## src/rtl/hstl_tristate_bus_arbiter_pkg.sv

```systemverilog
// Shared encodings for the HSTL tri-state bus arbiter.
// Imported by the arbiter top and its round-robin picker.
package hstl_tristate_bus_arbiter_pkg;

    typedef enum logic [1:0] {
        ST_IDLE  = 2'd0,
        ST_TURN  = 2'd1,
        ST_DRIVE = 2'd2
    } state_e;

    localparam logic T_HIZ = 1'b1;
    localparam logic T_DRV = 1'b0;

    function automatic int rr_wrap(input int i, input int n);
        return (i >= n) ? i - n : i;
    endfunction

endpackage

```

## src/rtl/hstl_tristate_bus_arbiter_rr_pick.sv

```systemverilog
// Combinational round-robin picker: first set request at or
// above the pointer, scanning upward with wrap.
module hstl_tristate_bus_arbiter_rr_pick
    import hstl_tristate_bus_arbiter_pkg::*;
#(
    parameter int N_REQ = 4,
    parameter int PW    = $clog2(N_REQ)
) (
    input  logic [N_REQ-1:0] req,
    input  logic [PW-1:0]    ptr,
    output logic [PW-1:0]    idx,
    output logic             vld
);

    always_comb begin
        idx = '0;
        vld = 1'b0;
        for (int i = 0; i < N_REQ; i++) begin
            if (!vld && req[rr_wrap(int'(ptr) + i, N_REQ)]) begin
                vld = 1'b1;
                idx = PW'(rr_wrap(int'(ptr) + i, N_REQ));
            end
        end
    end

endmodule

```

## src/rtl/hstl_tristate_bus_arbiter.sv

```systemverilog
// Round-robin owner of a shared HSTL tri-state bus with Hi-Z
// turnaround, bounded hold and global tri-state override.
module hstl_tristate_bus_arbiter
    import hstl_tristate_bus_arbiter_pkg::*;
#(
    parameter int N_REQ     = 4,
    parameter int W         = 8,
    parameter int TA_CYCLES = 1,
    parameter int MAX_HOLD  = 16
) (
    input  logic               CLK,
    input  logic               RST_N,
    input  logic [N_REQ-1:0]   REQ,
    input  logic [N_REQ*W-1:0] DIN,
    input  logic               GTS_IN,
    output logic [N_REQ-1:0]   GNT,
    output logic [W-1:0]       O_DATA,
    output logic [W-1:0]       T_OUT,
    output logic               BUSY
);

    localparam int PW = $clog2(N_REQ);
    localparam int HW = (MAX_HOLD > 0) ? $clog2(MAX_HOLD + 1) : 1;
    localparam logic [3:0] TA_LOAD =
        (TA_CYCLES > 0) ? 4'(TA_CYCLES - 1) : 4'd0;
    localparam logic [HW-1:0] HOLD_LAST =
        (MAX_HOLD > 0) ? HW'(MAX_HOLD - 1) : '0;

    state_e            state_q, state_d;
    logic [PW-1:0]     owner_q, owner_d;
    logic [PW-1:0]     ptr_q, ptr_d;
    logic [3:0]        ta_q, ta_d;
    logic [HW-1:0]     hold_q, hold_d;
    logic [N_REQ-1:0]  gnt_q, gnt_d;
    logic              hiz_q, hiz_d;

    logic [PW-1:0]     pick_ptr, pick_idx, owner_nxt;
    logic              pick_vld;
    logic [N_REQ-1:0]  pick_oh, own_oh;
    logic              req_own, others, leave;

    assign owner_nxt = (int'(owner_q) == N_REQ - 1) ?
                       '0 : owner_q + 1'b1;

    // While driving, arbitrate as if the pointer had already moved
    // past the owner so a hand-over never re-selects the old owner.
    assign pick_ptr = (state_q == ST_DRIVE) ? owner_nxt : ptr_q;

    hstl_tristate_bus_arbiter_rr_pick #(
        .N_REQ (N_REQ),
        .PW    (PW)
    ) u_pick (
        .req (REQ),
        .ptr (pick_ptr),
        .idx (pick_idx),
        .vld (pick_vld)
    );

    always_comb begin
        pick_oh           = '0;
        pick_oh[pick_idx] = 1'b1;
        own_oh            = '0;
        own_oh[owner_q]   = 1'b1;
    end

    assign req_own = |(REQ & own_oh);
    assign others  = |(REQ & ~own_oh);
    // >= so a late competitor still forces a yield once the
    // counter has run past the limit during an unbounded hold.
    assign leave   = !req_own ||
                     ((MAX_HOLD > 0) && others && (hold_q >= HOLD_LAST));

    always_comb begin
        state_d = state_q;
        owner_d = owner_q;
        ptr_d   = ptr_q;
        ta_d    = ta_q;
        hold_d  = hold_q;
        gnt_d   = gnt_q;
        hiz_d   = hiz_q;

        case (state_q)
            ST_IDLE: begin
                gnt_d  = '0;
                hiz_d  = T_HIZ;
                ta_d   = '0;
                hold_d = '0;
                if (pick_vld) begin
                    owner_d = pick_idx;
                    if (TA_CYCLES > 0) begin
                        state_d = ST_TURN;
                        ta_d    = TA_LOAD;
                    end else begin
                        state_d = ST_DRIVE;
                        gnt_d   = pick_oh;
                        hiz_d   = T_DRV;
                    end
                end
            end

            ST_TURN: begin
                gnt_d = '0;
                hiz_d = T_HIZ;
                if (ta_q != 4'd0) begin
                    ta_d = ta_q - 4'd1;
                end else if (req_own) begin
                    state_d = ST_DRIVE;
                    gnt_d   = own_oh;
                    hiz_d   = T_DRV;
                    hold_d  = '0;
                end else if (pick_vld) begin
                    state_d = ST_DRIVE;
                    owner_d = pick_idx;
                    gnt_d   = pick_oh;
                    hiz_d   = T_DRV;
                    hold_d  = '0;
                end else begin
                    state_d = ST_IDLE;
                end
            end

            ST_DRIVE: begin
                hold_d = (hold_q == '1) ? hold_q : hold_q + 1'b1;
                if (leave) begin
                    ptr_d  = owner_nxt;
                    hold_d = '0;
                    gnt_d  = '0;
                    hiz_d  = T_HIZ;
                    if (pick_vld) owner_d = pick_idx;
                    if (TA_CYCLES > 0) begin
                        state_d = ST_TURN;
                        ta_d    = TA_LOAD;
                    end else if (pick_vld) begin
                        state_d = ST_DRIVE;
                        gnt_d   = pick_oh;
                        hiz_d   = T_DRV;
                    end else begin
                        state_d = ST_IDLE;
                    end
                end
            end

            default: begin
                state_d = ST_IDLE;
                gnt_d   = '0;
                hiz_d   = T_HIZ;
                ta_d    = '0;
                hold_d  = '0;
            end
        endcase

        if (GTS_IN) begin
            state_d = ST_IDLE;
            owner_d = owner_q;
            ptr_d   = ptr_q;
            gnt_d   = '0;
            hiz_d   = T_HIZ;
            ta_d    = '0;
            hold_d  = '0;
        end
    end

    always_ff @(posedge CLK) begin
        if (!RST_N) begin
            state_q <= ST_IDLE;
            owner_q <= '0;
            ptr_q   <= '0;
            ta_q    <= '0;
            hold_q  <= '0;
            gnt_q   <= '0;
            hiz_q   <= T_HIZ;
        end else begin
            state_q <= state_d;
            owner_q <= owner_d;
            ptr_q   <= ptr_d;
            ta_q    <= ta_d;
            hold_q  <= hold_d;
            gnt_q   <= gnt_d;
            hiz_q   <= hiz_d;
        end
    end

    assign GNT    = gnt_q;
    assign T_OUT  = {W{hiz_q | GTS_IN}};
    assign BUSY   = (state_q != ST_IDLE);
    assign O_DATA = (state_q == ST_DRIVE) ?
                    DIN[int'(owner_q)*W +: W] : '0;

endmodule
```

## config.mk

```make
export PLATFORM = sky130hd
export DESIGN_NAME = hstl_tristate_bus_arbiter
export DESIGN_NICKNAME = d
export VERILOG_FILES = /design/src/rtl/hstl_tristate_bus_arbiter_pkg.sv /design/src/rtl/hstl_tristate_bus_arbiter_rr_pick.sv /design/src/rtl/hstl_tristate_bus_arbiter.sv
export SDC_FILE = /design/constraint.sdc
export NUM_CORES = 1
export LEC_CHECK = 0
export CORE_UTILIZATION = 49
export CTS_CLUSTER_DIAMETER = 120
export DETAILED_ROUTE_END_ITERATION = 12
export PLACE_DENSITY = 0.87
export SYNTH_ARGS = -nofsm -noshare
export SYNTH_HDL_FRONTEND = slang
export SYNTH_SLANG_ARGS = --single-unit
export TNS_END_PERCENT = 10
```

## constraint.sdc

```tcl
create_clock -name CLK -period 6.63 [get_ports CLK]
set_input_delay 1.6575 -clock CLK [delete_from_list [all_inputs] [get_ports CLK]]
set_output_delay 1.6575 -clock CLK [all_outputs]
set_load 0.01 [all_outputs]
```

==> results.yml, run 1 <==
status:
  status: "completed"
layout:
  antenna_cells: 0
  syn_to_final_growth_pct: 36.1
  nFillCells: 258
  post-route-cell-area_sq_um: 2270
  layout_commonest_cell: "clkdlybuf4s50_1"
  final_cell_mix: "clkdlybuf4s50_1 (59), dfxtp_1 (20), a21oi_1 (18), o21ai_0 (15)"
  drive_above_1_share_pct: 9.47
  nNetsFinal: 291
  post-route-util_pct: 72.1
clocking:
  cts_setup_buffers: 0
  ctsResizeCount: 0
  cts-htree-levels: 1
  ctsHoldBuffers: 0
  clk_latency_ns: 0.32
  numCtsBuffers: 3
  cts_tree: "done"
  cts_root_buf: "clkbuf_4"
  clk_pin_slew_worst_paths_ns: 0.13
  cts_sinks: 20
  clockBufferDepth: 2
sta:
  rsz0062_at_grt: "false"
  hold_viol: 0
  worst_pin_slew_ns: 0.823
  slew_violations: 0
  min_period_ns: 4.86
  setup_tns_ns: 0
  slew_headroom_pct: 45.1
  finalSetupViolations: 0
  clock.fmax_ghz: 0.206
  fin_skew_ns: 0.00578
  min_period_over_period_pct: 73.3
worst_setup_path:
  path_buf_inv: 2
  end_kind: "primary output"
  critical_path_class: "in2out"
  reg2reg_to: "hold_q[1]"
  rr_worst_depth: 7
  worstPathMaxFanout: 1
  critPathArrivalTime_ns: 3.20
  cp_top_family: "buffers and inverters"
  r2r_slack_ns: 3.89
  critical_path_depth: 4
  cp-start-kind: "input pin"
  r2r-start: "owner_q[0]"
  slowest_stage: "clkdlybuf4s50_1"
  slowest_delay_ns: 0.54
  required_ns: 4.97
  crit_chain: "clkdlybuf4s50_1 > mux4_2 > nor2b_1 > clkdlybuf4s50_1"
  worst_path_most_repeated_cell: "clkdlybuf4s50_1"
placed_design:
  portBuffers: 59
  hpwl_mm: 3.45
  place_congestion: 0.848
  place_area_sq_um: 2220
pwr:
  power_leakage_nw: 0.778
  power_mw: 0.302
  p_seq_share_pct: 41.9
  power_density_nw_per_um2: 133
  switching_share_pct: 25.2
  pwr-share-clk_pct: 34.6
  vdd_drop_max_uv: 105
  power.switching_mw: 0.0760
  pwr-share-comb_pct: 23.6
  power.internal_mw: 0.226
drt:
  wl_mm: 4.52
  avgViaCountPerCell: 5.84
  drtAntennaViolNets: 0
  drcViolationCount: 0
  drt_iter0_markers: 37
  dr.pass1.iters: 4
  vias: 1676
  wire_per_inst_microns: 15.7
die:
  core.rowCount: 20
  die_h_microns: 60.4
  num_io_pins: 60
  die_w_microns: 60.4
  dieArea_sq_um: 3650
  start_util_pct: 53.0
  core_area_sq_um: 3150
flow_run:
  drv_cap: 0
min_path:
  hp-start: "ta_q[1]"
  worst_hold_path.endpoint: "ta_q[1]"
  holdPathStages: 2
  hp-class: "reg2reg"
synth:
  synth-main-ff-cell: "dfxtp_1"
  synth_cell_types: 48
  synth-seq-cells: 20
  netlist_area_sq_um: 1670
  syn_nets: 243
  ys_seq_area_share_pct: 24.0
  netlist_instances: 196
  synth_edf_count: 0
  yosysWarnings: 0
  async_flop_share_pct: 0
  syn_avg_cell_area_sq_um: 8.52
grt:
  grt_overflow: 0
  grt_start_max_net_pins: 20
  grt_usage_pct: 25.2
  grt_antenna_before_repair: 0
  grt_pass1_vias: 1444
  grt_pass1_wl_mm: 6.80
through the flow:
step,worst slack [ns],instances,hold slack [ns]
finish,1.77,287,0.503
global route,1.73,287,0.537
CTS,1.76,287,0.504
detailed placement,1.76,283,0.476
global placement,1.82,283,0.460
floorplan,2.72,196,0.437
how the worst max path moves through the flow:
stage / from / end / slack [ns]
after floorplan: DIN[24] / O_DATA[0] / 2.72
after global placement: DIN[30] / O_DATA[6] / 1.82
after detailed placement: DIN[29] / O_DATA[5] / 1.76
after CTS: DIN[29] / O_DATA[5] / 1.76
after global routing: DIN[30] / O_DATA[6] / 1.73
final: DIN[29] / O_DATA[5] / 1.77
cell type report:
cell class              count  area (sq um)  share of cell area [%]
repair buffers             60           598                    26.3
inverters                  13          48.8                    2.15
well taps                  44          55.1                    2.42
flip-flops and latches     20           400                    17.6
multi-input cells         146          1120                    49.2
clock buffers               3          22.5                   0.991
clock inverters             1          30.0                    1.32
tightest hold or removal path, delay by kind of cell, from the launching register on:
family | cells | cell delay (ns)
AOI/OAI and AO/OA | 2 | 0.13
DFF | 1 | 0.34
cell usage after synthesis (all sizes together), types with 6 or more instances:
master / count / share of area, %
nand2: 9 / 2.0
o21ai: 16 / 5.0
nor2: 12 / 2.7
a21oi: 18 / 5.4
inv: 12 / 2.7
buf: 13 / 5.2
dfxtp: 20 / 24
ha: 8 / 6.0
nor2b: 8 / 3.0
mux4: 8 / 11
o2111ai: 6 / 3.5
nand3: 7 / 2.1
per-layer routing:
layer	GRT usage, %	up-vias	share of wire, %
li1	-	828	-
met1	33.2	778	44
met2	38.8	62	47
met3	5.97	8	7.1
met4	12.6	0	2.2
met5	0	-	0
cell families after synthesis:
| logic type | Yosys count | synth area share, % |
|---|---|---|
| AOI/OAI and AO/OA | 62 | 25.8 |
| and+or+nand+nor | 63 | 21.1 |
| adders and majority gates | 8 | 5.99 |
| buffers and inverters | 30 | 9.06 |
| muxes | 11 | 13.0 |
| xor gates and xnor gates | 2 | 1.05 |
| DFF | 20 | 24.0 |
flip-flops by register name, summed over array words and instances, names as in the netlist:
signal and flops:
hold_q 5, GNT 4, ta_q 4, owner_q 2
ptr_q 2, state_q 2, hiz_q 1
power by group through the flow:
stage          clock network (mW)  logic, mW  registers [mW]
3_3_place_gp                    0     0.0686           0.129
6_report                    0.104     0.0711           0.126
4_1_cts                     0.107     0.0707           0.126
5_1_grt                     0.110     0.0759           0.127
2_1_floorplan                   0     0.0403           0.126
3_5_place_dp                    0     0.0704           0.129
(Power assumes the default switching activity.)
==> run 2, diff against run 1 <==
--- a/config.mk
+++ b/config.mk
@@ -5,10 +5,10 @@
 export SDC_FILE = /design/constraint.sdc
 export NUM_CORES = 1
 export LEC_CHECK = 0
-export CORE_UTILIZATION = 49
+export CORE_UTILIZATION = 45
 export CTS_CLUSTER_DIAMETER = 120
 export DETAILED_ROUTE_END_ITERATION = 12
-export PLACE_DENSITY = 0.87
+export PLACE_DENSITY = 0.8
 export SYNTH_ARGS = -nofsm -noshare
 export SYNTH_HDL_FRONTEND = slang
 export SYNTH_SLANG_ARGS = --single-unit
==> constraint.sdc (replaced) <==
create_clock -name CLK -period 4.8 [get_ports CLK]
set_input_delay 1.2 -clock CLK [delete_from_list [all_inputs] [get_ports CLK]]
set_output_delay 1.2 -clock CLK [all_outputs]
set_load 0.01 [all_outputs]
==> run 2 against run 1 <==
  * Clock skew down 0.0033 ns
  * Sequential cell count stayed put
  * Final area is 0.22% higher
  * Highest routed layer unchanged
  * Critical path depth is the same
  * Sequential share of layout area hardly changed
  * Clock power up 27%
  * Die area increased by 8.6%
  * Register-to-register slack got worse by 1.9 ns
  * Count of clock-buffer cells in the layout grew 1
==> results.yml, run 2 (synthesis results as in run 1) <==
sta:
  slew_headroom_pct: 48.4
  setup_tns_ns: 0
  fin_skew_ns: 0.00245
  min_period_over_period_pct: 82.0
  clock.fmax_ghz: 0.254
  slew_violations: 0
  min_period_ns: 3.93
  finalSetupViolations: 0
  rsz0062_at_grt: "false"
  hold_viol: 0
  worst_pin_slew_ns: 0.772
pwr:
  vdd_drop_max_uv: 195
  power_leakage_nw: 0.779
  power_density_nw_per_um2: 178
drt:
  wl_mm: 4.35
  avgViaCountPerCell: 5.82
  wire_per_inst_microns: 15.0
  dr.pass1.iters: 4
  met1Wirelength_mm: 1.99
  drcViolationCount: 0
  wl_met2_mm: 1.90
  drt_iter0_markers: 61
  wl_met3_microns: 422
  drtAntennaViolNets: 0
  vias: 1681
  top_layer_used: "met4"
clocking:
  cts_root_buf: "clkbuf_8"
  cts_setup_buffers: 0
  numCtsBuffers: 3
  clockBufferDepth: 2
  cts-htree-levels: 1
  cts_tree: "done"
  cts_sinks: 20
  ctsHoldBuffers: 0
  clk_latency_ns: 0.26
  ctsResizeCount: 0
  clk_pin_slew_worst_paths_ns: 0.07
die:
  core_area_sq_um: 3440
  die_h_microns: 62.9
  start_util_pct: 48.5
  dieArea_sq_um: 3960
  num_io_pins: 60
  die_w_microns: 62.9
  core.rowCount: 21
grt:
  grt_pass1_wl_mm: 7.15
  grt_start_max_net_pins: 20
  grt_antenna_before_repair: 0
  grt_usage_pct: 22.2
  grt_pass1_vias: 1554
  grt_overflow: 0
layout:
  nNetsFinal: 291
  largest_reg_flops: 5
  final_cell_mix: "clkdlybuf4s50_1 (59), dfxtp_1 (20), a21oi_1 (18), o21ai_0 (15)"
  drive_above_1_share_pct: 9.47
  syn_to_final_growth_pct: 36.4
  nFillCells: 292
  antenna_cells: 0
  fin_cells: 289
  layout_commonest_cell: "clkdlybuf4s50_1"
  top_register: "hold_q"
worst_setup_path:
  critPathArrivalTime_ns: 2.73
  end_kind: "primary output"
  required_ns: 3.60
  critical_path_class: "in2out"
  worstPathMaxFanout: 1
  cp-start-kind: "input pin"
flow_run:
  drv_cap: 0
status:
  status: "completed"
placed_design:
  placed_cells: 285
  place_congestion: 0.793
  hpwl_mm: 3.28
  portBuffers: 59
min_path:
  hp-class: "reg2reg"
## run 2: final cells by class
| type | instances | area [sq um] | share of cell area (%) |
|---|---|---|---|
| inverters | 13 | 48.8 | 2.14 |
| flip-flops and latches | 20 | 400 | 17.6 |
| multi-input cells | 146 | 1120 | 49.1 |
| clock buffers | 4 | 55.1 | 2.42 |
| well taps | 46 | 57.6 | 2.53 |
| repair buffers | 60 | 598 | 26.2 |
## run 2: critical path, stage by stage
cell	delay [ns]
clkdlybuf4s50_1	0.43
mux4_2	0.46
nor2b_1	0.14
clkdlybuf4s50_1	0.51
## run 2: final timing paths
check | startpoint | to | slack (ns) | cells past startpoint
worst min-delay path | ta_q[3] | ta_q[3] | 0.49 | 1
worst max register to register | owner_q[0] | hold_q[3] | 2.04 | 6
worst min register to register | ta_q[3] | ta_q[3] | 0.49 | 1
worst max-delay path | DIN[21] | O_DATA[5] | 0.87 | 4
## run 2: layer usage
metal  vias to the layer above  GRT usage (%)
met4                         0           5.23
li1                        827              -
met3                         4           4.74
met5                         -              0
met2                        84           36.8
met1                       766           29.0
## run 2: per-stage QoR
step	power [mW]	hold slack, ns	cell area, sq um	setup slack (ns)	util (%)
final	0.405	0.488	2280	0.866	66.2
after global routing	0.421	0.508	2280	0.824	66.2
after CTS	0.407	0.486	2280	0.857	66.2
after detailed placement	0.276	0.477	2220	0.863	64.6
after global placement	0.274	0.463	2220	0.881	64.6
after floorplan	0.230	0.437	1670	1.80	-
## run 2: report_power, final
| group | internal (mW) | switching [mW] | leakage [nW] |
|---|---|---|---|
| combinational | 0.0590 | 0.0396 | 0.588 |
| clock | 0.0731 | 0.0586 | 0.0288 |
| sequential | 0.168 | 0.00611 | 0.162 |
| total | 0.300 | 0.104 | 0.779 |
